<file path="config.mk">
export PLATFORM = sky130hd
export DESIGN_NAME = bpm_uart_reporter
export DESIGN_NICKNAME = d
export VERILOG_FILES = /design/src/rtl/bpm_uart_reporter.sv
export SDC_FILE = /design/constraint.sdc
export NUM_CORES = 1
export LEC_CHECK = 0
export ABC_AREA = 1
export BUFFER_PORTS_ARGS = -buffer_cell sky130_fd_sc_hd__buf_2
export CORE_UTILIZATION = 25
export DETAILED_ROUTE_END_ITERATION = 8
export GPL_TIMING_DRIVEN = 0
export PLACE_DENSITY_LB_ADDON = 0.08
export SYNTH_ARGS = -nofsm -noshare
export SYNTH_HDL_FRONTEND = slang
export SYNTH_SLANG_ARGS = --single-unit
</file>
<file path="constraint.sdc">
create_clock -name clk -period 5.15 [get_ports clk]
set_input_delay 0 -clock clk [delete_from_list [all_inputs] [get_ports clk]]
set_output_delay 0 -clock clk [all_outputs]
set_load 0.1 [all_outputs]
</file>
<file path="src/rtl/bpm_uart_reporter.sv">
// bpm_uart_reporter: captures BPM readings via valid/copied handshake, buffers them and sends "DDD\r\n" over 8N1 UART.
module bpm_uart_reporter #(
  parameter int CLKS_PER_BIT = 868,
  parameter int FIFO_DEPTH = 4
) (
  input  logic                          clk,
  input  logic                          rst,
  input  logic                          en,
  input  logic [7:0]                    bpm_value,
  input  logic                          bpm_valid,
  output logic                          bpm_copied,
  output logic                          uart_tx,
  output logic                          tx_busy,
  output logic [$clog2(FIFO_DEPTH):0]   fifo_level
);
  localparam int PW = $clog2(FIFO_DEPTH);
  localparam int BW = $clog2(CLKS_PER_BIT);
  localparam logic [1:0] C_IDLE = 2'd0, C_ACK = 2'd1, C_REARM = 2'd2;
  localparam logic [1:0] T_IDLE = 2'd0, T_CONV = 2'd1, T_SEND = 2'd2;
  logic [1:0] cstate, tstate;
  logic [7:0] mem [FIFO_DEPTH];
  logic [PW-1:0] wr_ptr, rd_ptr;
  logic push, pop, full, empty;
  logic [7:0] val, cur_byte;
  logic [3:0] h, t, bit_cnt;
  logic [2:0] byte_idx;
  logic [BW-1:0] baud;
  assign full = fifo_level == (PW+1)'(FIFO_DEPTH);
  assign empty = fifo_level == '0;
  assign push = cstate == C_IDLE && en && bpm_valid && !full;
  assign pop = tstate == T_IDLE && !empty;
  assign bpm_copied = cstate == C_ACK;
  assign tx_busy = tstate != T_IDLE;
  always_comb begin
    cur_byte = byte_idx == 3'd0 ? 8'h30 + {4'd0, h} :
               byte_idx == 3'd1 ? 8'h30 + {4'd0, t} :
               byte_idx == 3'd2 ? 8'h30 + {4'd0, val[3:0]} :
               byte_idx == 3'd3 ? 8'h0d : 8'h0a;
  end
  always_ff @(posedge clk) begin
    if (rst) cstate <= C_IDLE;
    else cstate <= push ? C_ACK :
                   cstate == C_ACK ? C_REARM :
                   (cstate == C_REARM && !bpm_valid) ? C_IDLE : cstate;
  end
  always_ff @(posedge clk) begin
    if (push) mem[wr_ptr] <= bpm_value;
  end
  always_ff @(posedge clk) begin
    if (rst) begin
      wr_ptr <= '0;
      rd_ptr <= '0;
      fifo_level <= '0;
    end else begin
      if (push) wr_ptr <= wr_ptr + 1'b1;
      if (pop) rd_ptr <= rd_ptr + 1'b1;
      fifo_level <= fifo_level + (PW+1)'(push) - (PW+1)'(pop);
    end
  end
  // uart_tx is loaded with the value of the bit that starts at this edge
  always_ff @(posedge clk) begin
    if (rst) begin
      tstate <= T_IDLE;
      uart_tx <= 1'b1;
      val <= '0;
      h <= '0;
      t <= '0;
      bit_cnt <= '0;
      byte_idx <= '0;
      baud <= '0;
    end else begin
      case (tstate)
        T_IDLE: if (pop) begin
          val <= mem[rd_ptr];
          h <= '0;
          t <= '0;
          tstate <= T_CONV;
        end
        T_CONV: if (val >= 8'd100) begin
          val <= val - 8'd100;
          h <= h + 4'd1;
        end else if (val >= 8'd10) begin
          val <= val - 8'd10;
          t <= t + 4'd1;
        end else begin
          tstate <= T_SEND;
          uart_tx <= 1'b0;
          baud <= '0;
          bit_cnt <= '0;
          byte_idx <= '0;
        end
        T_SEND: if (baud != BW'(CLKS_PER_BIT - 1)) baud <= baud + 1'b1;
        else begin
          baud <= '0;
          if (bit_cnt == 4'd9) begin
            if (byte_idx == 3'd4) begin
              tstate <= T_IDLE;
              uart_tx <= 1'b1;
            end else begin
              byte_idx <= byte_idx + 3'd1;
              bit_cnt <= '0;
              uart_tx <= 1'b0;
            end
          end else begin
            bit_cnt <= bit_cnt + 4'd1;
            uart_tx <= bit_cnt == 4'd8 ? 1'b1 : cur_byte[bit_cnt[2:0]];
          end
        end
        default: tstate <= T_IDLE;
      endcase
    end
  end
endmodule

</file>
==> reports/qor.tcl <==
set qor(run_status) {complete, no violations}
set qor(max_cap_violations) 0
set qor(worstReg2RegEnd) {fifo_level[2]$_SDFF_PP0_}
set qor(finalSetupTns_ns) 0
set qor(cts_inserted_buffers) 9
set qor(synth_most_common_cell) {sky130_fd_sc_hd__nand2_1}
set qor(port-buffer-count) 17
set qor(dp.final_hpwl_um) 7450
set qor(timing.final.hold_violations) 0
set qor(number_of_diodes) 0
set qor(setup.worst_path.end_class) {flop}
set qor(tightest_slew_ns) 0.868
set qor(cts.repair_timing.setup_buffer_count) 0
set qor(r2r_setup_slack_ns) 2.77
set qor(synth.ff_latch_count) 79
set qor(detailroute.via_count) 3421
set qor(final_period_minus_worst_setup_slack_ns) 2.38
set qor(hold_path_cells) 3
set qor(p_leak_nw) 1.94
set qor(dominantRegCellSynth) {sky130_fd_sc_hd__dfxtp_1}
set qor(tritoncts) {built}
set qor(fin_worst_skew_ns) 0.00692
set qor(num_rows) 46
set qor(area_overhead_vs_synth_pct) 17.8
set qor(nFillCells) 1794
set qor(timing.critical_path.required_ns) 5.43
set qor(via_per_inst) 4.39
set qor(critical_path.reg2reg.startpoint) {cstate[0]$_SDFFE_PP0P_}
set qor(worst_r2r_path_depth) 9
set qor(multi_input_comb_area_sq_um) 1990
set qor(drtIter0Drc) 100
set qor(wire_length_of_the_first_global_routing_pass_um) 17100
set qor(report.final.slew_viol_count) 0
set qor(die_area_sq_um) 17200
set qor(seq_power_share_pct) 31.0
set qor(drt_wl_total_um) 10200
set qor(worst_path_largest_cell_delay_ns) 0.38
set qor(clock_tree.root_cell) {sky130_fd_sc_hd__clkbuf_16}
set qor(grt_setup_unrepaired) {no}
set qor(internal_power_w) 0.00149
set qor(max-vdd-ir-drop_v) 0.000203
set qor(netSwitchingFraction_pct) 45.0
set qor(synth_area_leaders) {sky130_fd_sc_hd__edfxtp_1 (23%), sky130_fd_sc_hd__dfxtp_1 (23%), sky130_fd_sc_hd__nand2_1 (9.0%), sky130_fd_sc_hd__nor2_1 (6.5%), sky130_fd_sc_hd__ha_1 (6.0%)}
set qor(remaining_drc_errors) 0
set qor(drtAntennaViolNets) 0
set qor(critPathBufInv) 2
set qor(syn-mean-instance-area_sq_um) 8.02
set qor(num-nets-final) 591
set qor(synthCells) 521
set qor(synth_enable_flop_cells) 32
set qor(crit_family) {adder cells}
set qor(post-layout-total-power_w) 0.00272
set qor(seq_area_sq_um) 1900
set qor(mappedNetlistNets) 554
set qor(final_period_utilization_pct) 46.3
set qor(synth_top_cell_by_area) {sky130_fd_sc_hd__edfxtp_1}
set qor(switchingPower_w) 0.00122
set qor(antenna_found_initial) 0
set qor(finalHoldWorstSlack_ns) 0.0938
set qor(asyncSetResetFlopFracSynth_pct) 0
set qor(io_pins) 18
set qor(grt_util_all_layers_pct) 12.7
set qor(grt_max_degree) 15
set qor(wl_per_cell_um) 13.1
set qor(proportion_of_power_drawn_by_combinational_gates_pct) 45.2
set qor(grt_overflow) 0
set qor(worst_case_hold_path_end_point) {cstate[0]$_SDFFE_PP0P_}
set qor(startpoint_type) {flop}
set qor(place_congestion) 0.791
set qor(synthTopCellsByCount) {sky130_fd_sc_hd__nand2_1 (100), sky130_fd_sc_hd__nor2_1 (72), sky130_fd_sc_hd__inv_1 (55)}
set qor(clock_sinks) 79
set qor(synth_seq_area_share_pct) 45.5
set qor(floorplan.die.width_um) 131
set qor(p_clk_share_pct) 23.9
set qor(synth.distinct_cells) 37
set qor(max_clock_buf_depth) 2
set qor(max_freq_mhz) 419
set qor(syn-cell-area_sq_um) 4180
set qor(cell_with_the_biggest_individual_delay_on_the_critical_path) {sky130_fd_sc_hd__ha_1}
set qor(placeableCoreArea_sq_um) 16100
set qor(arrival_ns) 2.66
set qor(chipHeight_um) 131
set qor(worst_skew_late_latency_ns) 0.34
set qor(worst_hold_path_type) {input port to flop}
set qor(synthesis.yosys.warnings) 0
set qor(htreeDepth) 3
set qor(clk_pin_slew_ns) 0.06
set qor(initial_core_utilization_pct) 25.9
set qor(setup-violations-final) 0
set qor(synthDominantCellAreaShare_pct) 23.0
set qor(timing.max_slew.rel_slack_pct) 41.9
set qor(grt_pass1_vias) 3276
set qor(worstPathCellList) {or2_2 > inv_1 > nand4_2 > ha_1 > inv_1 > ha_1 > fa_1 > or2_2 > a21oi_1}
set qor(drive_gt1_share_pct) 13.3
set qor(drt_first_pass_iters) 4
set qor(min_from) {en}
set qor(timing.critical_path.fanout_max) 10
set qor(timing_worst_setup_path_type) {flop to flop}
set qor(power_density_nw_per_um2) 552
-- sequential cells by signal, indices dropped and copies added (netlist names), named ones only --
name        flops
baud           10
bit_cnt         4
byte_idx        3
cstate          2
fifo_level      3
h               4
mem            32
rd_ptr          2
t               4
tstate          2
uart_tx         1
val             8
wr_ptr          2
-- per-stage QoR --
| step | util (%) | setup WS, ns | instance area, sq um | std cells |
|---|---|---|---|---|
| 6_report | 30.5 | 2.77 | 4920 | 779 |
| 5_1_grt | 30.5 | 2.58 | 4920 | 779 |
| 4_1_cts | 30.5 | 2.75 | 4920 | 779 |
| 3_5_place_dp | 28.1 | 2.79 | 4530 | 754 |
| 3_3_place_gp | 28.1 | 2.81 | 4530 | 754 |
| 2_1_floorplan | - | 2.35 | 4180 | 521 |
-- cells in the final DEF (no fill, tap or decap), types with 17 or more instances in the layout --
master	Yosys	routed
sky130_fd_sc_hd__o21ai_0	30	30
sky130_fd_sc_hd__nand2_1	100	100
sky130_fd_sc_hd__dfxtp_1	47	47
sky130_fd_sc_hd__inv_1	55	55
sky130_fd_sc_hd__buf_2	0	17
sky130_fd_sc_hd__nor2_1	72	72
sky130_fd_sc_hd__nand3_1	33	33
sky130_fd_sc_hd__a21oi_1	41	41
sky130_fd_sc_hd__edfxtp_1	32	32
sky130_fd_sc_hd__ha_1	20	20
-- area by class of cell --
class                      instances  share of cell area, %
tap                              216                   5.49
buffer                             8                  0.687
sequential                        79                   38.7
inverter                          66                   5.14
timing repair buffer              26                   3.56
multi-input combinational        368                   40.4
clock inverter                     6                   1.40
clock buffer                      10                   4.65
-- cells by family (layout without fill, tap and decap cells) --
| group | count (synthesis) | in the layout | share of synthesized area, % |
|---|---|---|---|
| AND/OR/NAND/NOR | 249 | 249 | 28.0 |
| AO/OA/AOI/OAI | 91 | 91 | 11.7 |
| flip-flops | 79 | 79 | 45.5 |
| buffers and inverters | 74 | 116 | 6.86 |
| adder cells (fa/ha/maj) | 21 | 21 | 6.47 |
| XOR/XNOR | 7 | 7 | 1.47 |
-- tightest hold or removal path, delay by kind of cell --
kind | cells | cell delay [ns]
compound gates | 1 | 0.09
buf+inv | 1 | 0.10
simple gates | 1 | 0.20
-- how the worst max path moves through the flow --
stage | from | depth (start not counted) | slack [ns] | end
floorplan | fifo_level[1]$_SDFF_PP0_ | 9 | 2.35 | fifo_level[2]$_SDFF_PP0_
global placement | cstate[0]$_SDFFE_PP0P_ | 9 | 2.81 | fifo_level[2]$_SDFF_PP0_
detailed placement | cstate[0]$_SDFFE_PP0P_ | 9 | 2.79 | fifo_level[2]$_SDFF_PP0_
CTS | cstate[0]$_SDFFE_PP0P_ | 9 | 2.75 | fifo_level[2]$_SDFF_PP0_
global route | cstate[0]$_SDFFE_PP0P_ | 9 | 2.58 | fifo_level[2]$_SDFF_PP0_
finish | cstate[0]$_SDFFE_PP0P_ | 9 | 2.77 | fifo_level[2]$_SDFF_PP0_
-- power by group through the flow --
stage	Combinational [W]	Sequential [W]	Clock, W
global placement	0.00123	0.000855	0
detailed placement	0.00124	0.000856	0
CTS	0.00125	0.000843	0.000675
floorplan	0.000874	0.000910	0
global route	0.00140	0.000859	0.000703
finish	0.00123	0.000841	0.000648
-- repair_timing --
item	in CTS	in global routing
gates resized for setup	0	0
hold buffers	9	0
hold endpoints to repair	33	0
-- routing by layer --
metal / up-vias / routed length [um] / global-route usage, %
met5: - / 0 / 0
met4: 0 / 95 / 3.29
met3: 7 / 255 / 3.59
met2: 27 / 4830 / 20.7
met1: 1584 / 5040 / 16.4
li1: 1803 / - / -
No activity file was read; power rests on OpenSTA's default activity.
